`config.mk`:
```
export PLATFORM = sky130hd
export DESIGN_NAME = rom_arbiter
export DESIGN_NICKNAME = d
export VERILOG_FILES = /design/src/rtl/rom_pkg.sv /design/src/rtl/rr_pick.sv /design/src/rtl/rom_arbiter.sv
export SDC_FILE = /design/constraint.sdc
export NUM_CORES = 1
export LEC_CHECK = 0
export CAP_MARGIN = 15
export CORE_ASPECT_RATIO = 1.2
export CORE_MARGIN = 2
export CORE_UTILIZATION = 25
export DETAILED_ROUTE_END_ITERATION = 8
export GPL_TIMING_DRIVEN = 0
export PLACE_DENSITY_LB_ADDON = 0.2
export SYNTH_ARGS = -nofsm -noshare
export SYNTH_HDL_FRONTEND = slang
export SYNTH_SLANG_ARGS = --single-unit
```
`constraint.sdc`:
```
create_clock -name clk -period 2.5 [get_ports clk]
set_clock_uncertainty 0.15 [all_clocks]
set_input_delay 0.25 -clock clk [delete_from_list [all_inputs] [get_ports clk]]
set_output_delay 0.25 -clock clk [all_outputs]
set_load 0.005 [all_outputs]
```
`src/rtl/rom_pkg.sv`:
```
// Shared definitions for the program-ROM read path: geometry defaults and the
// arbiter state encoding used by rom_arbiter.
package rom_pkg;

  localparam int ROM_AW    = 13;
  localparam int ROM_DW    = 8;
  localparam int ROM_DEPTH = 2 ** ROM_AW;

  typedef enum logic {
    ARB    = 1'b0,
    LOCKED = 1'b1
  } arb_state_e;

endpackage

```
`src/rtl/rr_pick.sv`:
```
// Combinational round-robin pick: first set request at or above ptr_i,
// wrapping modulo N. Returns a one-hot grant, its index and an any flag.
module rr_pick #(
  parameter int N = 2
) (
  input  logic [N-1:0]         req_i,
  input  logic [$clog2(N)-1:0] ptr_i,
  output logic [N-1:0]         grant_o,
  output logic [$clog2(N)-1:0] idx_o,
  output logic                 any_o
);

  localparam int IW = $clog2(N);

  logic [IW-1:0] cand;

  // NOTE: every signal driven here gets a default at the top of the block, so no
  // path through the loop can leave one unassigned and infer a latch.
  always_comb begin
    grant_o = '0;
    idx_o   = '0;
    any_o   = 1'b0;
    cand    = '0;
    // Walk from the farthest offset down to ptr itself so the nearest request wins.
    for (int k = N - 1; k >= 0; k--) begin
      cand = IW'((int'(ptr_i) + k) % N);
      if (req_i[cand]) begin
        grant_o       = '0;
        grant_o[cand] = 1'b1;
        idx_o         = cand;
        any_o         = 1'b1;
      end
    end
  end

endmodule

```
`src/rtl/rom_arbiter.sv`:
```
// Round-robin read arbiter in front of the single-port program ROM, with lock
// bursts and a tag pipeline that routes each returned byte to its requester.
module rom_arbiter
  import rom_pkg::*;
#(
  parameter int NREQ   = 2,
  parameter int AW     = ROM_AW,
  parameter int DW     = ROM_DW,
  parameter int RD_LAT = 1
) (
  input  logic               clk,
  input  logic               rst,
  input  logic [NREQ-1:0]    req_valid,
  input  logic [NREQ*AW-1:0] req_addr,
  input  logic [NREQ-1:0]    req_lock,
  output logic [NREQ-1:0]    req_ready,
  output logic [NREQ-1:0]    rsp_valid,
  output logic [DW-1:0]      rsp_data,
  output logic [AW-1:0]      rom_addr,
  input  logic [DW-1:0]      rom_q
);

  localparam int IW = $clog2(NREQ);

  arb_state_e    state_q;
  logic [IW-1:0] ptr_q;
  logic [IW-1:0] ptr_d;
  logic [IW-1:0] owner_q;

  logic [NREQ-1:0] pick_grant;
  logic [IW-1:0]   pick_idx;
  logic            pick_any;

  logic            gnt_any;
  logic [IW-1:0]   gnt_idx;

  logic [RD_LAT-1:0] tag_vld_q;
  logic [IW-1:0]     tag_id_q [RD_LAT];

  rr_pick #(.N(NREQ)) u_pick (
    .req_i   (req_valid),
    .ptr_i   (ptr_q),
    .grant_o (pick_grant),
    .idx_o   (pick_idx),
    .any_o   (pick_any)
  );

  // While locked only the owner may win; reset masks every grant.
  always_comb begin
    req_ready = '0;
    gnt_any   = 1'b0;
    gnt_idx   = pick_idx;
    if (!rst) begin
      if (state_q == LOCKED) begin
        gnt_any            = req_valid[owner_q];
        gnt_idx            = owner_q;
        req_ready[owner_q] = req_valid[owner_q];
      end else begin
        gnt_any   = pick_any;
        req_ready = pick_grant;
      end
    end
  end

  assign rom_addr = gnt_any ? req_addr[gnt_idx*AW +: AW] : '0;
  assign ptr_d    = (gnt_idx == IW'(NREQ - 1)) ? '0 : gnt_idx + 1'b1;

  // NOTE: state registers use non-blocking assignments so every flop samples
  // the pre-edge values regardless of block evaluation order.
  always_ff @(posedge clk) begin
    if (rst) begin
      state_q <= ARB;
      ptr_q   <= '0;
      owner_q <= '0;
    end else if (gnt_any) begin
      ptr_q   <= ptr_d;
      owner_q <= gnt_idx;
      state_q <= req_lock[gnt_idx] ? LOCKED : ARB;
    end
  end

  always_ff @(posedge clk) begin
    if (rst) begin
      tag_vld_q <= '0;
    end else begin
      tag_vld_q[0] <= gnt_any;
      for (int s = 1; s < RD_LAT; s++) tag_vld_q[s] <= tag_vld_q[s-1];
    end
  end

  // NOTE: the id array carries no reset; its contents are meaningless unless the
  // matching valid bit is set, and the valid bits are reset.
  always_ff @(posedge clk) begin
    tag_id_q[0] <= gnt_idx;
    for (int s = 1; s < RD_LAT; s++) tag_id_q[s] <= tag_id_q[s-1];
  end

  always_comb begin
    rsp_valid = '0;
    rsp_data  = '0;
    if (tag_vld_q[RD_LAT-1]) begin
      rsp_valid[tag_id_q[RD_LAT-1]] = 1'b1;
      rsp_data                      = rom_q;
    end
  end

endmodule
```
# Yosys cells after proc, flatten, opt, wreduce, memory -nomap -nowiden
# Memories as Yosys holds them, arrays and structs flattened.
# Index checks and enable logic that the tools add are counted.
[word_totals]
in_bits = 40
register_bits = 4
ram_bits = 1
output_inout_bits = 25
n_memories = 1
word_cells = 56
[mem_list]
columns = ["name", "words", "word_bits", "read_ports", "rd_clocked_by_memory_dff", "write_ports", "line_no", "rtl"]
rows = [
  ["tag_id_q", 1, 1, 1, 0, 1, "rom_arbiter.sv:38", "logic [IW-1:0] tag_id_q [RD_LAT];"],
]
[classes]
shift = 1
add_sub_neg = 2
mul = 1
magnitude_cmp = 9
muxes = 33
bitwise = 1
reduce_logical = 4
[op_table]
columns = ["operator", "n"]
rows = [
  ["indexed part select 26 x 6 -> 13 bit", 1],
  ["2-to-1 mux 1 bit", 22],
  ["2-to-1 mux 13 bit", 1],
  ["less-than comparator 1 x 2 -> 1 bit (second input constant)", 5],
  ["2-to-1 mux 2 bit", 5],
  ["2-to-1 mux 8 bit", 1],
  ["multiplier 1 x 4 -> 5 bit (second input constant)", 1],
  ["demux 1 bit (select 1 bit)", 4],
  ["greater-or-equal comparator 1 bit (second input constant)", 4],
  ["logical AND 1 bit", 4],
  ["adder 1 bit (second input constant)", 2],
  ["bitwise AND 2 bit", 1],
]

# Logic depth before layout (Yosys ltp)
# Gate-level depths: netlist (run 1).
[depth]
ltp_word = 10
depth_mapped = 4
depth_no_buf = 3

# By module
# A second synthesis (run 1) with hierarchy kept.
[unflattened]
hier_cells = 73
hier_area_um2 = 605.6
[by_module_without_submodules]
columns = ["module", "seq_area_each_um2", "n_inst", "area_each_um2", "cells_per_inst"]
rows = [
  ["rom_arbiter", 100.1, 1, 573.0, 68],
  ["rr_pick", 0.0, 1, 32.5, 5],
]

# Worst setup path before layout (run 1)
# OpenSTA, ideal clock, no wires.
[synth_timing]
path_kind = "reg-to-output"
from = "reg ptr_q"
to = "out rom_addr[1]"
slack_ns = 0.976
stages_incl_launch_ff = 5
required_time_ns = 2.100
path_buffers = 1
t_arrival_ns = 1.124
path_cell_list = "dfxtp_1 nand2b_1 o2111a_2 buf_6 a22o_1"
[synth_between]
elab_chain_len = 10
word_cells_on_any_way = 16
cone_classes = "add/sub: 1; mul: 1; shift: 1; mux: 13"
[synth_lines]
columns = ["element", "line_no", "rtl"]
rows = [
  ["from (decl)", "rom_arbiter.sv:26", "logic [IW-1:0] ptr_q;"],
  ["from (signal assigned)", "rom_arbiter.sv:76", "ptr_q <= ptr_d;"],
  ["adder 1 bit", "rr_pick.sv:26", "cand = IW'((int'(ptr_i) + k) % N);"],
  ["2-to-1 mux 1 bit (not written as such) (2 in a row)", "rr_pick.sv:27", "if (req_i[cand]) begin"],
  ["2-to-1 mux 1 bit (2 in a row)", "rr_pick.sv:27", ""],
  ["2-to-1 mux 1 bit", "rom_arbiter.sv:54", "if (state_q == LOCKED) begin"],
  ["2-to-1 mux 1 bit", "rom_arbiter.sv:53", "if (!rst) begin"],
  ["multiplier 1 x 4 -> 5 bit", "rom_arbiter.sv:65", "assign rom_addr = gnt_any ? req_addr[gnt_idx*AW +: AW] : '0;"],
  ["indexed part select 26 x 6 -> 13 bit", "rom_arbiter.sv:65", ""],
  ["2-to-1 mux 13 bit (*)", "rom_arbiter.sv:65", ""],
  ["to (decl)", "rom_arbiter.sv:19", "output logic [AW-1:0] rom_addr,"],
]
# Mark *: on every way between the ends. The rest lies on a longest branch, timed or not. The select of a mux whose other input is x is not followed.

# Worst setup path in the final report (run 1)
[layout_timing]
from = "in req_valid[1]"
to = "out rom_addr[7]"
[layout_between]
elab_chain_len = 9
word_cells_on_any_way = 17
cone_classes = "mul: 1; shift: 1; mux: 15"
[layout_lines]
columns = ["element", "line_no", "rtl"]
rows = [
  ["from (decl)", "rom_arbiter.sv:13", "input logic [NREQ-1:0] req_valid,"],
  ["2-to-1 mux 1 bit (not written as such) (2 in a row)", "rr_pick.sv:27", ""],
  ["2-to-1 mux 1 bit (2 in a row)", "rr_pick.sv:27", ""],
  ["2-to-1 mux 1 bit", "rom_arbiter.sv:54", ""],
  ["2-to-1 mux 1 bit", "rom_arbiter.sv:53", ""],
  ["multiplier 1 x 4 -> 5 bit", "rom_arbiter.sv:65", ""],
  ["indexed part select 26 x 6 -> 13 bit", "rom_arbiter.sv:65", ""],
  ["2-to-1 mux 13 bit (*)", "rom_arbiter.sv:65", ""],
]
# Marks and branches as above.

==> key figures, run 1 <==
Run status
  – Outcome: completed

Route
  – TritonRoute pass-1 iters: 5
  – Via density: 4.97
  – WL/cell: 13.2 µm
  – Iteration-0 DRC Markers: 7
  – DRC viols: 0
  – Final wirelength: 1840 µm
  – Via count: 696
  – Routed Antenna Nets: 0

Finish
  – Most frequent cells in the layout: clkdlybuf4s50_1, a22o_1, and2_1
  – Core Util, Final: 0.690
  – Area growth syn-to-layout: 152%
  – Filler cells: 140
  – Final instance area: 1150 µm²
  – Layout cells sized above 1: 0.0574
  – Final #Nets: 163
  – Most common cell after layout, fill and taps aside: clkdlybuf4s50_1
  – Ant diodes: 0

Clocking
  – Num CTS Buffers: 3
  – Post-CTS setup buffer count: 0
  – Worst-Skew Late Latency: 0.24 ns
  – H-tree levels: 1
  – Clock sink total: 5
  – Reg clk slew, reported paths: 0.04 ns
  – CTS tree: built
  – Clk buf depth: 2
  – Clock Tree Root: clkbuf_4

Global routing
  – Vias in the first global route: 702
  – First-pass GRT wire length: 2830 µm
  – Largest net degree at the start of global routing: 11
  – Total grt overflow: 0
  – Gr usage total: 0.171
  – Initial antenna violation count: 0

Placement
  – Port Buffers: 64
  – DP Area: 1120 µm²
  – HPWL after DPL: 1590 µm
  – Place WS: 0.00870 ns
  – Placer Congestion: 0.742

Synth
  – Area share of and/or/nand/nor cells after synthesis: 0.273
  – Post-Syn Area: 454 µm²
  – XOR/XNOR Fraction of Synth Area: 0
  – Largest family of logic cells by synthesized area: compound AO/OA/AOI/OAI gates
  – Post-synthesis sequential area ratio: 0.220
  – Syn avg cell area: 8.41 µm²
  – Syn Inst Count: 54
  – Synth Area in Compound Gates: 0.402
  – Syn Nets: 94
  – Post-synthesis mux area share: 0.0220
  – Synthesis warning total: 0
  – Adder and majority gate portion of the synthesized area: 0
  – #FFs+latches synth: 5
  – Library cells used by synthesis: 20

Pwr
  – P_sw: 101 µW
  – PwrDens: 338 nW/µm²
  – Clock Power Share: 0.246
  – Combinational share of power: 0.498
  – Int Power: 287 µW
  – Seq pwr share: 0.256
  – Pleak: 0.457 nW
  – Net Sw Frac: 0.259
  – Maximum VDD drop: 0.233 mV

Setup path
  – Worst path arrival time: 2.01 ns
  – Setup crit start kind: input port
  – CP Data Required Time: 2.10 ns
  – Slowest CP cell: clkdlybuf4s50_1
  – Crit Path Category: in2out
  – CP Cell Sequence: clkdlybuf4s50_1 -> inv_1 -> o2111a_2 -> buf_6 -> a22o_1 -> clkdlybuf4s50_1
  – Most used cell, CP: clkdlybuf4s50_1
  – Reg2reg setup slack: 1.07 ns
  – Crit Path Max Fanout: 10
  – Kind of end point of the critical path: primary output
  – CP peak stage delay: 0.58 ns

Floorplan
  – Chip width: 42.9 µm
  – Chip Height: 50.7 µm
  – Ports: 65
  – Core area: 1660 µm²
  – Row count: 16
  – Initial Util: 0.273
  – Die footprint: 2180 µm²

Min path
  – Tightest Hold Check Type: in2reg

STA
  – RSZ-0062 raised after global routing: no
  – Rel. slew slack: 0.832
  – Slew Viols, Final: 0
  – Fmax: 0.415 GHz
  – Worst setup margin: 0.0926 ns
  – Aggregate negative setup slack: 0 ns
  – Worst hold slack: 0.253 ns
  – Final hold vios: 0
  – Post-route minimum period: 2.41 ns
  – Final period util: 0.963
  – Final setup viols: 0
  – Least-Margin Pin Slew: 0.251 ns

Job
  – Max cap viols: 0
Yosys cell counts, drive strengths merged:
master   n  area (µm²)
nand3    1        5.00
nand2b   5        31.3
nor2b    1        6.26
nor2     2        7.51
inv      4        15.0
a21oi    1        5.00
o2111a   2        25.0
and3     1        6.26
nand2    1        3.75
dfxtp    5         100
a22o    13         114
or2b     1        7.51
and2     9        56.3
a32oi    1        8.76
mux2i    1        10.0
a221o    1        10.0
o211ai   1        7.51
buf      2        22.5
o21ai    1        5.00
a211oi   1        7.51
cells by family (layout without fill, tap and decap cells):
group,after synthesis,in the layout
AOI/OAI and AO/OA,21,21
and+or+nand+nor,21,21
buffers and inverters,6,74
DFF,5,5
muxes,1,1
cell type report:
cell class | count | area (µm²) | area share
timing repair buffer | 64 | 643 | 0.561
clock buffer | 4 | 26.3 | 0.0229
buffer | 2 | 22.5 | 0.0197
tap | 18 | 22.5 | 0.0197
sequential | 5 | 100 | 0.0873
inverter | 4 | 15.0 | 0.0131
multi-input combinational | 43 | 317 | 0.276
power by group through the flow:
stage | logic [mW] | registers, mW | clock network [mW]
after floorplan | 0.0637 | 0.0980 | 0
after global placement | 0.190 | 0.100 | 0
after detailed placement | 0.194 | 0.101 | 0
after CTS | 0.195 | 0.0992 | 0.0971
after global routing | 0.208 | 0.101 | 0.103
final | 0.193 | 0.0993 | 0.0953
timing repair:
item | 4_1_cts | 5_1_grt
hold buffers | 0 | 0
resized for setup | 0 | 1
setup endpoints to repair | 0 | 9
state kept, by name, indices dropped and copies added, names as in the netlist:
| register | flops |
|---|---|
| ptr_q | 1 |
| state_q | 1 |
| tag_vld_q | 1 |
| tag_id_q | 1 |
| owner_q | 1 |
per-stage QoR:
stage	instances	power [mW]
after global routing	140	0.412
after detailed placement	136	0.295
after global placement	136	0.290
after floorplan	54	0.162
final	140	0.387
after CTS	140	0.391
worst max-delay path: cells and delay by family:
| kind | cells | cell delay [ns] |
|---|---|---|
| buffers and inverters | 4 | 1.27 |
| AOI/OAI and AO/OA | 2 | 0.48 |
metal layers:
| layer | routed length [µm] | vias up | GRT usage | share of wire |
|---|---|---|---|---|
| met3 | 128 | 5 | 0.0216 | 0.069 |
| li1 | - | 338 | - | - |
| met5 | 0 | - | 0 | 0 |
| met2 | 1080 | 44 | 0.369 | 0.58 |
| met1 | 611 | 309 | 0.148 | 0.33 |
| met4 | 24 | 0 | 0.0625 | 0.013 |
worst paths after layout:
path / start / endpoint / cells after the start
max: req_valid[1] / rom_addr[7] / 6
min: req_valid[0] / tag_vld_q / 3
max reg2reg: ptr_q / state_q / 3
min reg2reg: ptr_q / ptr_q / 2
Power figures use the tool's default switching activity.
==> inputs of run 2 (changes only) <==
- ABC_CLOCK_PERIOD_IN_PS: default -> 2100
- CORE_UTILIZATION: 25 -> 21
- clock period: 2.5 -> 2.1 ns (I/O delays scaled with it)
==> key figures, run 2 (same netlist as run 1, synthesis figures left out) <==
Clocking
  – Clk buf depth: 2 (unchanged)
  – CTS tree: built
  – Reg clk slew, reported paths: 0.04 ns (about the same)
  – Worst-Skew Late Latency: 0.25 ns (about the same)
  – Num CTS Buffers: 3 (unchanged)
  – Clock Tree Root: clkbuf_4
  – H-tree levels: 1 (unchanged)
  – Clock sink total: 5 (unchanged)
  – Post-CTS Hold Fix Bufs: 0 (unchanged)

Placement
  – Place WS: -0.322 ns (-0.331 ns)
  – Placer Congestion: 0.652 (-12%)
  – DP Area: 1130 µm² (+1.3%)
  – Port Buffers: 64 (unchanged)
  – HPWL after DPL: 1480 µm (-7.3%)

Global routing
  – Initial antenna violation count: 0 (unchanged)
  – Largest net degree at the start of global routing: 11 (unchanged)
  – Vias in the first global route: 682 (-2.8%)
  – First-pass GRT wire length: 2610 µm (-7.8%)
  – Gr usage total: 0.141 (-0.0299)
  – Total grt overflow: 0 (unchanged)

Pwr
  – Combinational share of power: 0.485 (-0.013)
  – PwrDens: 390 nW/µm² (+15%)
  – Maximum VDD drop: 0.205 mV (-12%)
  – Clock Power Share: 0.252 (+0.006)
  – P_sw: 124 µW (+24%)
  – Net Sw Frac: 0.273 (+0.0137)
  – Int Power: 331 µW (+15%)
  – Pleak: 0.517 nW (+13%)
  – Final Power: 455 µW (+18%)
  – Seq pwr share: 0.263 (+0.007)

Route
  – WL/cell: 11.3 µm (-14%)
  – Via density: 4.52 (-9.0%)
  – Final wirelength: 1750 µm (-4.9%)
  – DRC viols: 0 (unchanged)
  – TritonRoute pass-1 iters: 4 (-1)
  – Via count: 701 (+0.72%)
  – Iteration-0 DRC Markers: 4 (-3)
  – Routed Antenna Nets: 0 (unchanged)

Setup path
  – CP Data Required Time: 1.74 ns (-0.36 ns)
  – Crit Path Category: reg2out
  – Crit Path Max Fanout: 10 (unchanged)
  – Setup crit start kind: flop
  – Worst path arrival time: 1.69 ns (-0.32 ns)
  – Kind of end point of the critical path: primary output

STA
  – Final setup viols: 0 (unchanged)
  – Post-route minimum period: 2.05 ns
  – RSZ-0062 raised after global routing: no
  – Rel. slew slack: 0.819 (-0.0134)
  – Worst setup margin: 0.0523 ns (-0.0403 ns)
  – Slew Viols, Final: 0 (unchanged)
  – Aggregate negative setup slack: 0 ns (unchanged)
  – Fmax: 0.488 GHz
  – Final period util: 0.975
  – Final hold vios: 0 (unchanged)
  – Least-Margin Pin Slew: 0.272 ns (+0.0205 ns)

Run status
  – Outcome: completed

Floorplan
  – Ports: 65 (unchanged)
  – Core area: 2050 µm² (+23%)
  – Chip Height: 54.9 µm (+8.4%)
  – Initial Util: 0.222 (-0.0517)
  – Row count: 18 (+2)
  – Die footprint: 2550 µm² (+17%)
  – Chip width: 46.5 µm (+8.3%)

Finish
  – Final instance area: 1170 µm² (+1.9%)
  – Area growth syn-to-layout: 157%
  – Most frequent cells in the layout: clkdlybuf4s50_1, a22o_1, and2_1
  – Layout cells sized above 1: 0.176 (+0.119)
  – Most common cell after layout, fill and taps aside: clkdlybuf4s50_1
  – Final #Nets: 166 (+1.8%)
  – Ant diodes: 0 (unchanged)

Job
  – Max cap viols: 0 (unchanged)

Min path
  – Tightest Hold Check Type: in2reg
run 2: cell count changes in the layout (fill, tap and decap cells not counted), sizes merged:
cell | previous run | this run
clkdlybuf4s50 | 63 | 47
clkbuf | 4 | 10
clkdlybuf4s15 | 0 | 2
dlygate4sd2 | 0 | 7
buf | 2 | 5
clkinv | 0 | 1
run 2: worst max-delay path, cell delays in order, from the launching register on:
cell and delay [ns]:
dfxtp_2 0.33, nand2b_4 0.15, o2111a_2 0.28, buf_4 0.14, buf_6 0.13, a22o_1 0.22
clkdlybuf4s15_1 0.20
run 2: stage by stage:
stage / util / std cells / hold WS (ns)
final: 0.570 / 155 / 0.213
after global routing: 0.570 / 155 / 0.225
after CTS: 0.584 / 155 / 0.202
after detailed placement: 0.553 / 148 / 0.347
after global placement: 0.553 / 148 / 0.332
after floorplan: - / 54 / 0.129
run 2: area by class of cell:
class	instances	area [µm²]
timing repair buffer	67	634
buffer	2	22.5
tap	30	37.5
clock buffer	3	22.5
fill	189	882
sequential	5	106
clock inverter	1	5.00
inverter	4	15.0
multi-input combinational	43	324
run 2: power groups by stage:
stage | combinational, mW | clock, mW | sequential, mW
2_1_floorplan | 0.0758 | 0 | 0.117
3_3_place_gp | 0.225 | 0 | 0.120
3_5_place_dp | 0.229 | 0 | 0.120
4_1_cts | 0.230 | 0.118 | 0.120
5_1_grt | 0.238 | 0.128 | 0.121
6_report | 0.221 | 0.115 | 0.120
run 2: worst paths after layout:
path                            cells past startpoint  slack [ns]          end  start
worst max-delay path                                6        0.05  rom_addr[6]  ptr_q
worst min-delay path                                2        0.21        ptr_q    rst
worst max register to register                      4        0.63      state_q  ptr_q
worst min register to register                      2        0.34        ptr_q  ptr_q
run 2: repair_timing:
action                                  4_1_cts  5_1_grt
resized for setup                            29        9
buffers inserted                              3        0
endpoints found under the setup margin       15       10
cloned                                        0        0
pin swaps                                     2        1
run 2: routing by layer:
| metal | global-route usage | share of wire |
|---|---|---|
| met1 | 0.129 | 0.37 |
| met4 | 0.0571 | 0 |
| met2 | 0.275 | 0.52 |
| met5 | 0 | 0 |
| met3 | 0.0455 | 0.11 |
==> inputs of run 3 (changes only) <==
- SLEW_MARGIN: default -> 20
- TNS_END_PERCENT: default -> 1
==> key figures, run 3 (same netlist as run 1, synthesis figures left out) <==
Run status
  – Outcome: completed

STA
  – Worst setup margin: 0.0800 ns (+0.0276 ns)
  – Least-Margin Pin Slew: 0.272 ns (-0.0000676 ns)
  – Slew Viols, Final: 0 (unchanged)
  – RSZ-0062 raised after global routing: no
  – Post-route minimum period: 2.02 ns (-0.0276 ns)
  – Final setup viols: 0 (unchanged)
  – Final hold vios: 0 (unchanged)
  – Rel. slew slack: 0.819 (about the same)
  – Fmax: 0.495 GHz (+1.4%)
  – Final period util: 0.962 (-0.0132)
  – Worst hold slack: 0.210 ns (-0.00320 ns)

Route
  – Final wirelength: 1730 µm (-1.4%)
  – WL/cell: 11.2 µm (-0.79%)
  – Via density: 4.51 (-0.36%)
  – Iteration-0 DRC Markers: 3 (-1)
  – DRC viols: 0 (unchanged)
  – TritonRoute pass-1 iters: 4 (unchanged)
  – Routed Antenna Nets: 0 (unchanged)
  – Via count: 694 (-1.0%)

Global routing
  – Routing usage on met1: 0.127 (-0.00221)
  – Most Crowded Layer GR: met2
  – Total grt overflow: 0 (unchanged)
  – Gr usage total: 0.138 (-0.00276)
  – Initial antenna violation count: 0 (unchanged)
  – First-pass GRT wire length: 2550 µm (-2.1%)
  – Met3 usage: 0.0455 (unchanged)
  – Met2 Resource Use GR: 0.269 (-0.00694)
  – Vias in the first global route: 661 (-3.1%)
  – Largest net degree at the start of global routing: 11 (unchanged)

Placement
  – Placer Congestion: 0.652 (unchanged)
  – Placed cell count: 148 (unchanged)
  – Port Buffers: 64 (unchanged)
  – DP Area: 1130 µm² (unchanged)
  – Place WS: -0.322 ns (unchanged)
  – HPWL after DPL: 1480 µm (unchanged)

Floorplan
  – Initial Util: 0.222 (unchanged)
  – Row count: 18 (unchanged)
  – Die footprint: 2550 µm² (unchanged)
  – Core area: 2050 µm² (unchanged)
  – Chip width: 46.5 µm (unchanged)
  – Chip Height: 54.9 µm (unchanged)
  – Ports: 65 (unchanged)

Clocking
  – Clock Tree Root: clkbuf_4
  – Clk buf depth: 2 (unchanged)
  – Clock sink total: 5 (unchanged)
  – Num CTS Buffers: 3 (unchanged)
  – CTS tree: built
  – Worst-Skew Late Latency: 0.25 ns (about the same)
  – H-tree levels: 1 (unchanged)
  – Reg clk slew, reported paths: 0.05 ns (about the same)

Finish
  – Core Util, Final: 0.575 (+0.00550)
  – Filler cells: 186 (-1.6%)
  – FF+latch area: 104 µm² (-2.4%)
  – Most common cell after layout, fill and taps aside: clkdlybuf4s50_1
  – Multi-input logic area: 324 µm² (unchanged)
  – Final #Nets: 165 (-0.60%)
  – Area growth syn-to-layout: 160%
  – Most frequent cells in the layout: clkdlybuf4s50_1, dlygate4sd2_1, a22o_1
  – Fin cells: 154 (-0.65%)
  – Ant diodes: 0 (unchanged)
  – Final instance area: 1180 µm² (+0.96%)
  – Layout cells sized above 1: 0.113 (-0.0631)

Min path
  – Tightest Hold Check Type: in2reg

Pwr
  – Maximum VDD drop: 0.204 mV (about the same)
  – PwrDens: 387 nW/µm² (-0.80%)
  – Pleak: 0.520 nW (+0.59%)

Setup path
  – Kind of end point of the critical path: primary output
  – Reg2reg setup slack: 0.61 ns (-0.02 ns)
  – Worst path arrival time: 1.66 ns (-0.03 ns)
  – Crit Path Max Fanout: 10 (unchanged)
  – Crit Path Category: reg2out
  – Setup crit start kind: flop
  – CP Data Required Time: 1.74 ns (about the same)

Job
  – Max cap viols: 0 (unchanged)
-- run 3: changes by cell type in the layout (fill, tap and decap cells not counted), sizes merged --
cell           before  now
buf                 5    4
clkbuf             10    3
clkdlybuf4s15       2    0
dlygate4sd2         7   16
dlymetal6s2s        1    0
clkdlybuf4s50      47   48
-- run 3: where the power goes --
group	switching [mW]	internal (mW)	leakage (nW)	total, mW
clock network	0.0458	0.0693	0.0177	0.115
registers	0.0131	0.107	0.0426	0.120
logic	0.0648	0.156	0.460	0.221
total	0.124	0.333	0.520	0.456
-- run 3: layer usage --
layer | up-vias | wire length, µm
met4 | 0 | 0
li1 | 342 | -
met2 | 48 | 908
met5 | - | 0
met1 | 304 | 639
met3 | 0 | 179
-- run 3: path summary, 6_finish.rpt --
check | cells past startpoint | from | end
worst min register to register | 2 | ptr_q | ptr_q
worst max register to register | 4 | ptr_q | state_q
worst min-delay path | 2 | rst | ptr_q
worst max-delay path | 4 | state_q | req_ready[0]
-- run 3: stage by stage --
| stage | power (mW) | TNS [ns] |
|---|---|---|
| finish | 0.456 | 0 |
| global placement | 0.345 | -3.49 |
| CTS | 0.461 | 0 |
| floorplan | 0.192 | 0 |
| detailed placement | 0.349 | -3.60 |
| global route | 0.487 | 0 |
-- run 3: worst max-delay path, cell delays in order (launching register included) --
cell,delay [ns]
dfxtp_2,0.40
nand2b_1,0.15
o2111a_2,0.22
buf_6,0.14
clkdlybuf4s50_1,0.50
-- run 3: what timing repair did --
| action | in CTS | in global routing |
|---|---|---|
| pin swaps | 2 | 0 |
| hold buffers | 0 | 0 |
| endpoints found under the setup margin | 15 | 1 |
| buffers inserted | 2 | 0 |
| resized for setup | 18 | 2 |
-- run 3: area by class of cell --
cell class	count	area share
Multi-Input combinational cell	43	0.275
Clock buffer	3	0.0191
Clock inverter	1	0.00425
Timing Repair Buffer	66	0.550
Tap cell	30	0.0318
Buffer	2	0.0191
Sequential cell	5	0.0881
Inverter	4	0.0127
